### src/rtl/sysarr_ctrl.sv
// Feed/drain controller for the 3x3 systolic array: skews A and B onto the array edges,
// captures C from the array outputs on a fixed schedule and presents it with a done pulse.
module sysarr_ctrl #(
    parameter int W          = 32,
    parameter int CAP_OFFSET = 5
) (
    input  logic           clock,
    input  logic           reset_n,
    input  logic           start,
    input  logic [9*W-1:0] a_mat,
    input  logic [9*W-1:0] b_mat,
    output logic           busy,
    output logic           done,
    output logic [9*W-1:0] c_mat,
    output logic [W-1:0]   a00,
    output logic [W-1:0]   a10,
    output logic [W-1:0]   a20,
    output logic [W-1:0]   a30,
    output logic [W-1:0]   a40,
    output logic [W-1:0]   b00,
    output logic [W-1:0]   b01,
    output logic [W-1:0]   b02,
    output logic [W-1:0]   b03,
    output logic [W-1:0]   b04,
    output logic [W-1:0]   c00,
    output logic [W-1:0]   c01,
    output logic [W-1:0]   c02,
    output logic [W-1:0]   c10,
    output logic [W-1:0]   c20,
    input  logic [W-1:0]   c53,
    input  logic [W-1:0]   c54,
    input  logic [W-1:0]   c55,
    input  logic [W-1:0]   c35,
    input  logic [W-1:0]   c45
);

    localparam int KW = $clog2(CAP_OFFSET + 4);

    localparam logic [KW-1:0] K_FEED_LAST = KW'(2);
    localparam logic [KW-1:0] K_WAIT_LAST = KW'(CAP_OFFSET - 1);
    localparam logic [KW-1:0] K_CAP0      = KW'(CAP_OFFSET);
    localparam logic [KW-1:0] K_CAP1      = KW'(CAP_OFFSET + 1);

    typedef enum logic [2:0] {
        S_IDLE,
        S_FEED,
        S_WAIT,
        S_DRAIN,
        S_FIN
    } state_t;

    // With the minimum capture offset the wait phase vanishes entirely.
    localparam state_t AFTER_FEED = (CAP_OFFSET == 3) ? S_DRAIN : S_WAIT;

    state_t         state;
    logic [KW-1:0]  k;
    logic [9*W-1:0] a_held;
    logic [9*W-1:0] b_held;
    logic [W-1:0]   in_a   [9];
    logic [W-1:0]   in_b   [9];
    logic [W-1:0]   held_a [9];
    logic [W-1:0]   held_b [9];
    logic [W-1:0]   a_wave [5];
    logic [W-1:0]   b_wave [5];
    logic [W-1:0]   next_a [5];
    logic [W-1:0]   next_b [5];
    logic [W-1:0]   shadow [8];
    logic [9*W-1:0] shadow_flat;
    logic           accept;
    logic           feed_on;
    logic [1:0]     feed_row;

    assign accept = start && !busy;

    for (genvar i = 0; i < 9; i++) begin : g_unpack
        assign in_a[i]   = a_mat[i*W +: W];
        assign in_b[i]   = b_mat[i*W +: W];
        assign held_a[i] = a_held[i*W +: W];
        assign held_b[i] = b_held[i*W +: W];
    end

    // C22 arrives in the last drain cycle, so it bypasses the shadow straight into c_mat.
    for (genvar i = 0; i < 8; i++) begin : g_shadow
        assign shadow_flat[i*W +: W] = shadow[i];
    end
    assign shadow_flat[8*W +: W] = c55;

    // Row t of A enters on a(t..t+2)0 and column t of B on b0(t..t+2); the accept edge
    // loads wavefront 0 directly from the inputs since the held copy is not yet valid.
    always_comb begin
        for (int i = 0; i < 5; i++) begin
            next_a[i] = '0;
            next_b[i] = '0;
        end
        feed_on  = accept || (state == S_FEED && k != K_FEED_LAST);
        feed_row = accept ? 2'd0 : 2'(k + 1'b1);
        for (int t = 0; t < 3; t++) begin
            for (int p = 0; p < 3; p++) begin
                if (feed_on && feed_row == 2'(t)) begin
                    next_a[3'(t + p)] = accept ? in_a[4'(3*t + p)] : held_a[4'(3*t + p)];
                    next_b[3'(t + p)] = accept ? in_b[4'(3*p + t)] : held_b[4'(3*p + t)];
                end
            end
        end
    end

    always_ff @(posedge clock or negedge reset_n) begin
        if (!reset_n) begin
            state  <= S_IDLE;
            k      <= '0;
            busy   <= 1'b0;
            done   <= 1'b0;
            c_mat  <= '0;
            a_held <= '0;
            b_held <= '0;
            a_wave <= '{default: '0};
            b_wave <= '{default: '0};
            shadow <= '{default: '0};
        end else begin
            done   <= 1'b0;
            a_wave <= next_a;
            b_wave <= next_b;
            unique case (state)
                S_IDLE, S_FIN: begin
                    if (accept) begin
                        a_held <= a_mat;
                        b_held <= b_mat;
                        k      <= '0;
                        busy   <= 1'b1;
                        state  <= S_FEED;
                    end else begin
                        state <= S_IDLE;
                    end
                end
                S_FEED: begin
                    k <= k + 1'b1;
                    if (k == K_FEED_LAST) state <= AFTER_FEED;
                end
                S_WAIT: begin
                    k <= k + 1'b1;
                    if (k == K_WAIT_LAST) state <= S_DRAIN;
                end
                S_DRAIN: begin
                    k <= k + 1'b1;
                    if (k == K_CAP0) begin
                        shadow[0] <= c55;
                        shadow[1] <= c45;
                        shadow[2] <= c35;
                        shadow[3] <= c54;
                        shadow[6] <= c53;
                    end else if (k == K_CAP1) begin
                        shadow[4] <= c55;
                        shadow[5] <= c45;
                        shadow[7] <= c54;
                    end else begin
                        c_mat <= shadow_flat;
                        done  <= 1'b1;
                        busy  <= 1'b0;
                        state <= S_FIN;
                    end
                end
                default: state <= S_IDLE;
            endcase
        end
    end

    assign a00 = a_wave[0];
    assign a10 = a_wave[1];
    assign a20 = a_wave[2];
    assign a30 = a_wave[3];
    assign a40 = a_wave[4];
    assign b00 = b_wave[0];
    assign b01 = b_wave[1];
    assign b02 = b_wave[2];
    assign b03 = b_wave[3];
    assign b04 = b_wave[4];

    assign c00 = '0;
    assign c01 = '0;
    assign c02 = '0;
    assign c10 = '0;
    assign c20 = '0;

endmodule
### config.mk
export PLATFORM = sky130hd
export DESIGN_NAME = sysarr_ctrl
export DESIGN_NICKNAME = d
export VERILOG_FILES = /design/src/rtl/sysarr_ctrl.sv
export SDC_FILE = /design/constraint.sdc
export NUM_CORES = 2
export LEC_CHECK = 0
export CAP_MARGIN = 20
export CORE_AREA = 5 5 589 591
export CTS_BUF_LIST = sky130_fd_sc_hd__clkbuf_2
export DETAILED_ROUTE_END_ITERATION = 10
export DIE_AREA = 0 0 594 596
export PLACE_DENSITY_LB_ADDON = 0.1
export SLEW_MARGIN = 40
export SYNTH_ARGS = -nofsm -noshare
export SYNTH_HDL_FRONTEND = slang
export SYNTH_SLANG_ARGS = --single-unit
### constraint.sdc
create_clock -name clock -period 5.47 [get_ports clock]
set_input_delay 1.094 -clock clock [delete_from_list [all_inputs] [get_ports clock]]
set_output_delay 1.094 -clock clock [all_outputs]
set_load 0.01 [all_outputs]
# After elaboration in Yosys (flattened, before gate mapping)
# Index checks and enable logic that the tools add are counted.
# word_totals
register_bits	1321
input_bits	739
out_inout_bits	770
elab_cells	110
# classes
n_addsub	1
n_eq_ne	16
mux	48
bitwise	2
reduce_logical	20
# op_table
operator	count
$mux 32	32
$eq 4x3->1 const B	3
$mux 3	4
$pmux 3 s4	1
$ne 2x2->1 const B	4
$pmux 4 s2	1
$reduce_and 4->1	2
$mux 1	7
$eq 3x2->1 const B	2
$reduce_and 2->1	3
$reduce_and 3->1	2
$logic_and 1x1->1	5
$add 4x1->4 const B	1
$eq 4x2->1 const B	1
$mux 4	1
$ne 4x2->1 const B	1
$reduce_bool 2->1	2
$eq 3x1->1 const B	1
$eq 3x3->1 const B	1
$logic_not 3->1	1
$reduce_or 3->1	1
$eq 2x1->1 const B	1
$eq 2x2->1 const B	1
$logic_not 2->1	1
7 further kinds	8

# Depth between registers and ports, before layout
# depth
depth_word	8
mapped_depth	8
ltp_nobuf	6

# Least setup slack after synthesis
# No wires, ideal clock.
# synth_path
path_type	input -> register
startpoint	input start
endpoint	register a_wave (netlist bit a30[11])
setup_ns	0.065
t_arrival_ns	2.369
t_required_ns	5.405
setup_slack_ns	3.035
cell_stages	6
n_path_buf	3
cell_sequence	nor2b_1 -> clkbuf_1 -> nor4b_1 -> clkbuf_1 -> buf_2 -> a22o_1
# synth_rtl
element	line_no	rtl
start: declaration	9	input logic start,
end signal: assignment	121	a_wave <= next_a;
end: declaration	63	logic [W-1:0] a_wave [5];

# Final worst setup path
# layout_path
startpoint	register c_mat[28]
endpoint	output c_mat[28]
# layout_rtl
element	line_no	rtl
start: declaration	14	output logic [9*W-1:0] c_mat,
start signal: assignment	156	c_mat <= shadow_flat;
# No word-level cell between the ends.

==> metrics.csv <==
metric,value,unit
status,finished clean,
sequentialPowerShare,51.1,%
seq_area_frac_synth,63.6,%
cp-end-kind,primary output,
post_cts_buffers,0,
nets,7410,
via_count,41600,
yosysUniqueCellTypes,40,
port-buffer-count,1220,
multiInputGateArea,16700,um2
worst_slew_pin_slew,0.843,ns
critPathArrivalTime,2.95,ns
fill_cells,36900,
critical_path_buf_inv_count,1,
synthesis.area,52000,um2
crit_path_max_fanout,2,
synth-seq-cells,1321,
yosysTopAreaCellShare,63.6,%
reg2regPathDepth,8,
required,4.38,ns
switchingPower,5.67,mW
power_frac_comb,8.5,%
rows,215,
swShare,28.6,%
cp_cell_sequence,clkdlybuf4s50_1,
pin_count,1509,
placed_area,68800,um2
internal-power,14.2,mW
die_h,596,um
regToRegEndpoint,a10[9],
grt_pass1_wl,348000,um
critPathKind,flop to primary output,
dp_hpwl,170000,um
ys_warn_count,0,
syn_area_per_cell,11.7,um2
hold_class,flop to flop,
fin_crit_sh,73.9,%
r2r-start,k[0],
fp.coreArea,341000,um2
drt-initial-drc-count,1709,
rsz0062_at_grt,false,
start_util,15.2,%
via_per_inst,3.60,
hold_violations,0,
grt-ovfl-total,0,
drt_wl_total,246000,um
synth_edf_count,0,
cts_tree,done,
synth_area_leader_cell,dfrtp_1,
regArea,33100,um2
setup_ws,1.43,ns
finalCriticalPeriod,4.04,ns
areaGrowthSynthToFinish,54.8,%
r2r_slack,2.21,ns
synth.most_common_cell,nand2_1,
synthCells,4456,
total_power,19.8,mW
place_congestion,0.754,
grt_pass1_vias,45400,
critPathSlowestCell,clkdlybuf4s50_1,
dieArea,354000,um2
setup_viol,0,
synth_top_cells_by_count,"1606 x nand2_1, 1321 x dfrtp_1, 545 x mux2_2, 225 x buf_4, 144 x clkbuf_1",
htree_levels,5,
hold_slack,0.372,ns
final_cells,11500,
clkPwrFrac,40.4,%
utilization,23.6,%
cellLeakagePower,38.4,nW
drv_slew,0,
crit_path_end,c_mat[28],
wire_per_inst,21.3,um
cts_hold_buf,772,
cp.depth,1,
setup.worst_path.start,c_mat[28],
drc,0,
cts_made_buffers,409,
critPathLaunchType,flop,
cap_viol_max_count,0,
crit_family,buffers and inverters,
grt_antenna_before_repair,110,
worstHoldPathCells,1,
pwr_density_cell,246,nW/um2
slew-limit-headroom,43.8,%
final_area,80400,um2
slowest_delay,0.83,ns
fp.dieW,594,um
ys_top_cells_by_area,"dfrtp_1 64%, mux2_2 12%, nand2_1 12%",
dpl_worst_slack,1.66,ns
yosys_most_used_dff,dfrtp_1,
drt_first_pass_iters,6,
clock_path_buffers,4,
grtUsageTotal,13.5,%
clock-sinks,1321,
worstSkewPairLatency,1.77,ns
drive_gt1_share,18.1,%
grt_max_degree,126,
worst_clock_skew,0.166,ns
ant_nets,0,
clkSlewWorstSetupHoldPaths,0.09,ns
cts_root_buf,clkbuf_2,
synthArstFlopShare,100,%
fmax,0.247,GHz
ir_worst_vdd,133,uV
setup_tns,0,ns
place_inst,10000,
cts_resized,0,
-- worst min path at each step --
stage                           start           to  slack, ns
after floorplan           a_held[128]  a_held[128]       0.44
after global placement    a_held[152]  a_held[152]       0.46
after detailed placement  a_held[156]  a_held[156]       0.46
after CTS                  a_mat[243]  a_held[243]     0.0003
after global routing       a_mat[191]  a_held[191]       0.09
final                     b_held[251]      b03[27]       0.37
-- power by group through the flow --
stage                     Combinational [mW]  Sequential, mW  Clock [mW]
after floorplan                        0.387            10.3           0
after global placement                  1.17            10.3           0
after detailed placement                1.18            10.3           0
after CTS                               1.73            10.1        8.69
after global routing                    1.86            10.2        9.13
final                                   1.68            10.1        8.01
-- routing by layer --
metal  GRT usage (%)  part of all wire [%]  vias up
met3            6.34                    10      453
met2            22.4                    47     1634
met1            15.5                    40    20500
li1                -                     -    19000
met5               0                  0.18        -
met4            3.52                   2.5       70
-- kinds of logic after synthesis --
logic type	after synthesis	synth area share [%]
AOI/OAI and AO/OA	332	5.70
xor gates and xnor gates	2	0.0337
adders and majority gates	4	0.0963
buffers and inverters	557	6.02
DFF	1321	63.6
muxes	545	11.8
other	1	0.00722
and+or+nand+nor	1694	12.7
-- layout make-up --
type	instances	area share (%)
antenna	51	0.159
clock buffer	589	3.66
clock inverter	96	0.750
inverter	68	0.317
multi-input combinational	2801	20.8
sequential	1321	41.1
tap	4557	7.09
timing repair buffer	2066	26.2
-- sequential cells by signal, summed over array words and instances, names as in the netlist --
register / flops
c_mat: 288
a_held: 256
b_held: 256
shadow: 256
a00: 32
a10: 32
a20: 32
a30: 32
b00: 32
b01: 32
b02: 32
b03: 32
k: 4
state: 3
busy: 1
done: 1
-- placed cells by master, fill, tap and decap left out, types with 3 or more instances in the layout --
cell and count:
nand2_1 1605, dfrtp_1 1321, clkdlybuf4s50_1 1219, dlygate4sd3_1 771, clkbuf_2 589, mux2_2 545, conb_1 224, a22o_1 128
clkinv_1 70, inv_1 68, a222oi_1 64, and2_1 64, o221ai_1 64, a2bb2oi_1 64, diode_2 51, buf_4 32
buf_12 30, buf_16 8, bufinv_16 7, buf_6 6, inv_6 5, nor2_1 4, ha_1 4, clkinv_2 4
inv_2 4, o21ai_0 3, clkinvlp_4 3
No activity file was read; power rests on OpenSTA's default activity.
